### src/rtl/mem_stage.sv
// ============================================================================
// Module   : mem_stage
// Brief    : Pipeline MEM stage. Issues one data-memory request at a time,
//            stalls the front of the pipeline until the ack arrives, aborts
//            with a sticky bus error after TIMEOUT cycles, and loads MEM/WB.
// Revision : 1.0 - initial release
// ============================================================================
`default_nettype none

module mem_stage #(
   parameter int unsigned TIMEOUT = 255
) (
   input  logic        clk,
   input  logic        reset,
   input  logic        ex_valid,
   input  logic        ex_reg_write,
   input  logic        ex_mem_read,
   input  logic        ex_mem_write,
   input  logic        ex_reg_store,
   input  logic [15:0] ex_alu_result,
   input  logic [15:0] ex_store_data,
   input  logic [15:0] ex_rd,
   output logic        dmem_req,
   output logic        dmem_we,
   output logic [15:0] dmem_addr,
   output logic [15:0] dmem_wdata,
   input  logic [15:0] dmem_rdata,
   input  logic        dmem_ack,
   output logic        stall,
   output logic        wb_valid,
   output logic        wb_reg_write,
   output logic [15:0] wb_rd,
   output logic [15:0] wb_data,
   output logic        bus_err
);

   // Counter value seen in the last BUSY cycle before an abort: the counter
   // starts at 0 on entry, so the abort lands at the end of BUSY cycle TIMEOUT.
   localparam logic [7:0] TIMEOUT_LAST = 8'(TIMEOUT - 1);

   typedef enum logic [0:0] {
      IDLE = 1'b0,
      BUSY = 1'b1
   } state_t;

   state_t      state;
   state_t      state_next;
   logic [7:0]  wait_cnt;
   logic [15:0] req_addr;
   logic [15:0] req_wdata;
   logic        req_we;
   logic        mem_op;
   logic        done;
   logic        timeout_hit;

   assign mem_op = ex_valid & (ex_mem_read | ex_mem_write);

   // Next-state and memory-interface outputs; reset forces req/stall low.
   always_comb begin
      state_next  = state;
      stall       = 1'b0;
      dmem_req    = 1'b0;
      dmem_we     = 1'b0;
      dmem_addr   = ex_alu_result;
      dmem_wdata  = ex_store_data;
      done        = 1'b0;
      timeout_hit = 1'b0;
      case (state)
         IDLE: begin
            if (mem_op) begin
               stall      = 1'b1;
               dmem_req   = 1'b1;
               // A simultaneous read+write is treated as a write.
               dmem_we    = ex_mem_write;
               state_next = BUSY;
            end
         end
         BUSY: begin
            dmem_req   = 1'b1;
            dmem_we    = req_we;
            dmem_addr  = req_addr;
            dmem_wdata = req_wdata;
            stall      = ~dmem_ack;
            // Ack wins over a timeout occurring on the same edge.
            if (dmem_ack) begin
               done       = 1'b1;
               state_next = IDLE;
            end else if (wait_cnt >= TIMEOUT_LAST) begin
               timeout_hit = 1'b1;
               state_next  = IDLE;
            end
         end
         default: state_next = IDLE;
      endcase
      if (reset) begin
         stall    = 1'b0;
         dmem_req = 1'b0;
      end
   end

   // State register, saturating wait counter, request latch and sticky error.
   always_ff @(posedge clk) begin
      if (reset) begin
         state     <= IDLE;
         wait_cnt  <= 8'd0;
         req_addr  <= 16'h0000;
         req_wdata <= 16'h0000;
         req_we    <= 1'b0;
         bus_err   <= 1'b0;
      end else begin
         state <= state_next;
         if (state == IDLE) begin
            wait_cnt <= 8'd0;
            if (mem_op) begin
               req_addr  <= ex_alu_result;
               req_wdata <= ex_store_data;
               req_we    <= ex_mem_write;
            end
         end else if (done || timeout_hit) begin
            wait_cnt <= 8'd0;
         end else if (wait_cnt != 8'hFF) begin
            wait_cnt <= wait_cnt + 8'd1;
         end
         if (timeout_hit) begin
            bus_err <= 1'b1;
         end
      end
   end

   // MEM/WB register: completed ops and non-memory ops load, stalls load bubbles.
   always_ff @(posedge clk) begin
      if (reset) begin
         wb_valid     <= 1'b0;
         wb_reg_write <= 1'b0;
         wb_rd        <= 16'h0000;
         wb_data      <= 16'h0000;
      end else if (state == BUSY) begin
         if (done) begin
            wb_valid     <= 1'b1;
            wb_reg_write <= ex_reg_write;
            wb_rd        <= ex_rd;
            wb_data      <= ex_reg_store ? dmem_rdata : ex_alu_result;
         end else begin
            wb_valid     <= 1'b0;
            wb_reg_write <= 1'b0;
         end
      end else if (mem_op) begin
         wb_valid     <= 1'b0;
         wb_reg_write <= 1'b0;
      end else if (ex_valid) begin
         wb_valid     <= 1'b1;
         wb_reg_write <= ex_reg_write;
         wb_rd        <= ex_rd;
         wb_data      <= ex_alu_result;
      end else begin
         wb_valid <= 1'b0;
      end
   end

endmodule

`default_nettype wire

### config.mk
export PLATFORM = sky130hd
export DESIGN_NAME = mem_stage
export DESIGN_NICKNAME = d
export VERILOG_FILES = /design/src/rtl/mem_stage.sv
export SDC_FILE = /design/constraint.sdc
export NUM_CORES = 1
export LEC_CHECK = 0
export CORE_MARGIN = 1
export CORE_UTILIZATION = 44
export DETAILED_ROUTE_END_ITERATION = 8
export PLACE_DENSITY = 0.9
export SLEW_MARGIN = 20
export SYNTH_ARGS = -nofsm -noshare
export SYNTH_HDL_FRONTEND = slang
export SYNTH_SLANG_ARGS = --single-unit
### constraint.sdc
create_clock -name clk -period 2.2 [get_ports clk]
set_input_delay 0.44 -clock clk [delete_from_list [all_inputs] [get_ports clk]]
set_output_delay 0.44 -clock clk [all_outputs]
set_load 0.01 [all_outputs]
* After elaboration in Yosys (flattened, before gate mapping)
Cells that the tools add are included.
** Storage, ports and cells
- Logic and storage cells :: 59
- Output and inout bits :: 70
- Register bits after elaboration :: 77
- Input bits :: 72
** Cells by class
- Multiplexer cells :: 34
- Order comparisons :: 1
- Add/sub/neg operators :: 1
- Equal/unequal tests :: 3
- Reductions and logical operators :: 6
- Bitwise gates (word level) :: 4
** Operator list (count)
- $mux 16 :: 11
- $mux 1 :: 19
- $add 8x1->8 const B :: 1
- $ge 8x8->1 const B :: 1
- $ne 8x8->1 const B :: 1
- $pmux 1 s2 :: 4
- $reduce_and 3->1 :: 1
- $reduce_bool 3->1 :: 1
- $reduce_or 3->1 :: 1
- $ne 2x1->1 const B :: 1
- $ne 2x2->1 const B :: 1
- $not 1->1 :: 2
- $reduce_and 2->1 :: 1
- $reduce_bool 2->1 :: 1
- $and 1x1->1 :: 1
- $logic_or 1x1->1 :: 1
- $or 1x1->1 :: 1

* Depth between registers and ports, before layout
Gate-level depths: netlist of the first run.
- Depth after elaboration :: 6
- Depth in mapped cells :: 6

* Worst setup path before layout of the first run
No wires, ideal clock.
- Kind :: register -> output
- Start point :: reg state
- End point :: out stall
- Required time :: 1760 ps
- Setup slack :: 463 ps
- Stages on the path, launching flop included :: 5
- Path buffers :: 2
- Data arrival time :: 1297 ps
- Cells stage by stage :: dfxtp_1 -> clkbuf_1 -> clkbuf_1 -> a21oi_1 -> nor3_1
** On the way
- Cells in the longest elaborated chain, start to end :: 3
** RTL lines
- start: declaration :: RTL line 46 : state_t state;
- start signal: assignment :: RTL line 111 : state <= state_next;
- $not 1->1 (no source line)
- $pmux 1 s2 (*) :: RTL line 68 : case (state)
- $mux 1 (*) :: RTL line 95 : if (reset) begin
- end: declaration :: RTL line 29 : output logic stall,
Every way passes the cells marked *; elsewhere a longest branch is shown, timed or not.

* Worst setup path after layout of the first run
- Start point :: reg state
- End point :: out dmem_addr[8]
** On the way
- Cells in the longest elaborated chain, start to end :: 1
** RTL lines
- $mux 16 :: RTL line 68
- end: declaration :: RTL line 25 : output logic [15:0] dmem_addr,
No other way between the ends.

==> impl_metrics.ini, run 1 <==
[timing]
post-route-period-util = 0.980
worst_slew_pin_slew_ns = 0.946
clock_skew_ns = 0.0103
finalMaxSlewViolations = 0
fmax_mhz = 464
min_period_ns = 2.16
relSlewSlack = 0.364
finalHoldViolCount = 0
setup_viol = 0

[critical_path]
reg2reg_depth = 4
endpoint_kind = output port
crit_fanout = 29
timing.rr.end = state$_SDFF_PP0_
crit_path_start_kind = flop
crit_chain = buf_12 -> mux2_2 -> clkdlybuf4s50_1
cp_slowest_cell = clkdlybuf4s50_1
setup.worst_path.end = dmem_addr[8]
r2r_slack_ns = 0.34
cpPeakStageDelay_ns = 0.47
rr_startpoint = wait_cnt[1]$_SDFFE_PP0P_
required_ns = 1.76
worstSetupPathType = reg -> out
worstPathArrival_ns = 1.72
critPathLaunch = state$_SDFF_PP0_

[logic_synthesis]
avgSynthCellArea_um2 = 8.37
synth_seq_cells = 77
netlist.area_leader.share = 0.432
synth_cell_types = 37
yosys_warnings = 0
netlist_top_cells_count = dfxtp_1 (77), nand3_1 (66), a21oi_1 (54), o21ai_0 (50), mux2_2 (32)
synth_area_leaders = dfxtp_1 (43%), mux2_2 (10%), nand3_1 (9.3%)
ys.flop_type = dfxtp_1
yosysTopAreaCell = dfxtp_1
syn-cell-area_mm2 = 0.00356
syn_inst = 426
synthArstFlopShare = 0
synth_most_common_cell = dfxtp_1
yosysSeqAreaShare = 0.432
synth_nets = 500
synth_edf_count = 0

[layout]
diodes = 0
drive_gt1_frac = 0.147
syn_to_final_growth_pct = 52.8
final_nets = 640
fin_area_mm2 = 0.00545
nFillCells = 635
instances_no_fill = 672

[detailed_routing]
routed_wl_um = 11200
vias = 3960
drt_iter0_drc = 221
via_per_inst = 5.89
firstDrtPassIters = 5
drc = 0
ant_nets = 0
avgRoutedWirePerCell_um = 16.7

[global_routing]
grtUsageMet1 = 0.320
grt_first_pass_wirelength_um = 17500
grt_start_max_net_pins = 42
grt_use_met3 = 0.0473
grtUsageTotal = 0.259
grt_pass1_vias = 3685
grt.busiest_layer = met2
antenna_found_initial = 0
overflow = 0
met2_usage = 0.429

[clock_tree]
cts.sinks = 77
cts_buffers = 9
postCtsSetupBuffers = 0
cts_max_level = 3
postCtsHoldBufs = 0
clk_latency_ns = 0.34
cts_tree = done
clkTransAtPathRegs_ns = 0.08
root_buffer = clkbuf_8
clockBufferDepth = 2

[power_and_ir_drop]
cellPowerDensity_mw_per_mm2 = 651
power.total_mw = 3.55
power.leakage_nw = 2.11
irDropWorstVdd_uv = 338

[min_path]
min_path_type = reg -> reg

[floorplanning]
io_pins = 142
die_h_um = 92.0
rows = 32
die_area_mm2 = 0.00847
start_util = 0.459
core-area_mm2 = 0.00777
die_w_um = 92.0

[flow_run]
drv_cap = 0

[placement]
io_buffers = 141
gp_congestion = 0.851
placed_cell_area_mm2 = 0.00521
hpwl_um = 7920
place_inst = 657

[outcome]
status = finished clean
## sequential cells by signal, indices dropped and copies added (netlist names)
name          count
wb_data          16
state             1
req_wdata        16
wait_cnt          8
bus_err           1
req_we            1
wb_reg_write      1
req_addr         16
wb_valid          1
wb_rd            16
## placed cells by master (no fill, tap or decap), drive strengths merged, types with 4 or more instances in the layout
cell type | synthesis | layout
a21oi | 54 | 54
a311oi | 16 | 16
and3 | 4 | 4
buf | 12 | 31
clkbuf | 30 | 10
clkdlybuf4s50 | 0 | 107
dfxtp | 77 | 77
dlygate4sd2 | 0 | 20
dlymetal6s2s | 0 | 12
mux2 | 32 | 32
nand2 | 24 | 24
nand3 | 66 | 66
nor2 | 8 | 8
nor3 | 22 | 22
o21ai | 51 | 51
## layout make-up
cell class	count	area (um2)	area share
Multi-Input combinational cell	304	1850	0.339
Timing Repair Buffer	171	1690	0.310
Sequential cell	77	1550	0.284
Clock buffer	10	128	0.0234
Tap cell	102	128	0.0234
Clock inverter	5	100	0.0184
Inverter	3	11.3	0.00207
## timing repair
action | in CTS | in global routing
resized for setup | 23 | 13
pin swaps | 0 | 1
setup endpoints to repair | 21 | 14
endpoints found under the hold margin | 0 | 0
## worst min-delay path by stage
stage / from / endpoint / slack [ns] / depth (start not counted)
2_1_floorplan: req_addr[0]$_SDFFE_PP0P_ / req_addr[0]$_SDFFE_PP0P_ / 0.45 / 2
3_3_place_gp: wb_reg_write$_SDFFE_PP0P_ / wb_reg_write$_SDFFE_PP0P_ / 0.44 / 2
3_5_place_dp: wb_reg_write$_SDFFE_PP0P_ / wb_reg_write$_SDFFE_PP0P_ / 0.46 / 2
4_1_cts: wb_reg_write$_SDFFE_PP0P_ / wb_reg_write$_SDFFE_PP0P_ / 0.47 / 2
5_1_grt: wb_reg_write$_SDFFE_PP0P_ / wb_reg_write$_SDFFE_PP0P_ / 0.49 / 2
6_report: wb_reg_write$_SDFFE_PP0P_ / wb_reg_write$_SDFFE_PP0P_ / 0.46 / 2
## cells by family (layout without fill, tap and decap cells)
logic type,count (synthesis),in the layout,share of synthesized area
compound gates,130,130,0.206
simple gates,139,139,0.198
fa+ha+maj,2,2,0.00702
xor+xnor,1,1,0.00246
buf+inv,45,189,0.0537
mux,32,32,0.101
flops,77,77,0.432
## critical path: cells and delay by family (launching register included)
kind | cells | cell delay [ns]
buffers and inverters | 2 | 0.65
flip-flops | 1 | 0.38
multiplexers | 1 | 0.34
## stage by stage
stage	hold slack, ns	setup slack, ns	utilization	setup TNS [ns]
after floorplan	0.450	0.463	-	0
after global placement	0.441	-0.235	0.671	-0.467
after detailed placement	0.455	-0.247	0.671	-0.607
after CTS	0.467	0.0141	0.697	0
after global routing	0.494	-0.000828	0.701	-0.000828
final	0.465	0.0430	0.701	0
## report_power, final
group / leakage, nW / total, mW / switching (mW) / internal (mW)
Clock: 0.116 / 1.24 / 0.498 / 0.745
Sequential: 0.630 / 1.52 / 0.0458 / 1.48
Combinational: 1.37 / 0.784 / 0.357 / 0.427
Total: 2.11 / 3.55 / 0.900 / 2.65
## per-layer routing
| metal | wire length (um) | up-vias |
|---|---|---|
| met2 | 5630 | 191 |
| li1 | - | 1841 |
| met5 | 0 | - |
| met1 | 4460 | 1896 |
| met3 | 759 | 32 |
| met4 | 350 | 0 |
No activity file was read; power rests on OpenSTA's default activity.
==> run 2, diff against run 1 <==
Settings changed: CAP_MARGIN from default to 20.
==> results of run 2 <==
Same layout as run 1: the final DEF is identical, and so are final timing and power.
==> run 3, diff against run 2 <==
Settings changed: SKIP_LAST_GASP from default to 1.
==> impl_metrics.ini, run 3 (synthesis results as in run 1) <==
[placement]
hpwl_um = 7920
gp_congestion = 0.851
io_buffers = 141
post-place-ws_ns = -0.247
place_inst = 657

[detailed_routing]
firstDrtPassIters = 5
drt_iter0_drc = 290
ant_nets = 0
drc = 0
vias = 3932
routed_wl_um = 11400
via_per_inst = 5.83
avgRoutedWirePerCell_um = 16.9

[floorplanning]
rows = 32
core-area_mm2 = 0.00777
io_pins = 142
die_w_um = 92.0
die_area_mm2 = 0.00847
die_h_um = 92.0
start_util = 0.459

[clock_tree]
cts_tree = done
cts.sinks = 77
cts_max_level = 3
clockBufferDepth = 2
root_buffer = clkbuf_8
clk_latency_ns = 0.34
cts_buffers = 9
postCtsHoldBufs = 0
clkTransAtPathRegs_ns = 0.07

[min_path]
holdPathStages = 2
min_path_type = reg -> reg
hold_start = wb_rd[2]$_SDFFE_PP0P_
hold_end = wb_rd[2]$_SDFFE_PP0P_

[layout]
diodes = 0
syn_to_final_growth_pct = 56.1
drive_gt1_frac = 0.152
nFillCells = 597
final_nets = 643
instances_no_fill = 675
layout_commonest_cell = clkdlybuf4s50_1
layout_common_cells = clkdlybuf4s50_1 (111), dfxtp_1 (76), nand3_1 (66)

[critical_path]
required_ns = 1.76
timing.rr.end = state$_SDFF_PP0_
crit_fanout = 2
reg2reg_depth = 4
cp_slowest_cell = clkdlybuf4s50_1
crit_path_start_kind = input pin
cp_num_buf_inv = 2
worstSetupPathType = in -> out
rr_startpoint = wait_cnt[1]$_SDFFE_PP0P_
path_delay_family = buffers and inverters
endpoint_kind = output port
cpPeakStageDelay_ns = 0.42
crit_chain = clkdlybuf4s50_1 -> or2_2 -> a21oi_2 -> nor3_1 -> dlygate4sd2_1
worstPathArrival_ns = 1.72
r2r_slack_ns = 0.27

[timing]
fmax_mhz = 463
setup_viol = 0
finalHoldViolCount = 0
whs_ns = 0.467
finalMaxSlewViolations = 0
relSlewSlack = 0.327
rsz0062_at_grt = yes
clock_skew_ns = 0.00955
fin_ws_ns = 0.0423
min_period_ns = 2.16
worst_slew_pin_slew_ns = 1.00
post-route-period-util = 0.981

[global_routing]
grtUsageTotal = 0.259
overflow = 0
grt_pass1_vias = 3682
grt_first_pass_wirelength_um = 17500
grt_start_max_net_pins = 42
antenna_found_initial = 0

[power_and_ir_drop]
power.leakage_nw = 2.25
power.total_mw = 3.58
cellPowerDensity_mw_per_mm2 = 644
irDropWorstVdd_uv = 338

[outcome]
status = finished clean

[flow_run]
drv_cap = 0
## run 3: cell types whose count changed in the layout (fill, tap and decap cells not counted)
| cell | delta |
|---|---|
| clkbuf_16 | +2 |
| buf_4 | +1 |
| clkdlybuf4s50_1 | +4 |
| dlygate4sd2_1 | -18 |
| dlymetal6s2s_1 | +14 |
## run 3: area by class of cell
cell class	count	area, um2	share of cell area
multi-input cells	304	1850	0.332
repair buffers	174	1800	0.324
flip-flops and latches	77	1550	0.278
clock buffers	10	128	0.0229
well taps	102	128	0.0229
clock inverters	5	100	0.0180
inverters	3	11.3	0.00202
## run 3: metrics by stage
stage	cell area (um2)	TNS, ns	util
final	5560	0	0.716
after global routing	5560	-0.0228	0.716
after CTS	5440	-0.242	0.700
after detailed placement	5210	-0.607	0.671
after global placement	5210	-0.467	0.671
after floorplan	3560	0	-
## run 3: power by group
group          internal [mW]  switching [mW]
clock                  0.745           0.496
combinational          0.456           0.363
sequential              1.48          0.0474
## run 3: what timing repair did
item,in CTS,in global routing
gates cloned,0,2
pin swaps,0,1
resized for setup,4,28
endpoints found under the hold margin,0,0
buffers inserted,0,1
endpoints found under the setup margin,21,34
## run 3: worst max path at each step
stage | slack [ns] | start | cells past startpoint | endpoint
finish | 0.04 | ex_mem_write | 5 | stall
global route | -0.02 | state$_SDFF_PP0_ | 3 | dmem_wdata[14]
CTS | -0.03 | state$_SDFF_PP0_ | 3 | dmem_wdata[3]
detailed placement | -0.25 | ex_mem_write | 5 | stall
global placement | -0.23 | ex_mem_write | 5 | dmem_req
floorplan | 0.46 | state$_SDFF_PP0_ | 4 | stall
## run 3: worst reg2reg max path, delay by kind of cell, from the launching register on
kind                       cells  cell delay (ns)
and+or+nand+nor                1             0.09
DFF                            1             0.47
adders and majority gates      1             0.24
AOI/OAI and AO/OA              2             0.98
## run 3: per-layer routing
metal / vias up / wire length (um) / GRT usage
met1: 1869 / 4640 / 0.320
met2: 180 / 5760 / 0.429
met5: - / 0 / 0
li1: 1852 / - / -
met4: 0 / 355 / 0.138
met3: 31 / 680 / 0.0473
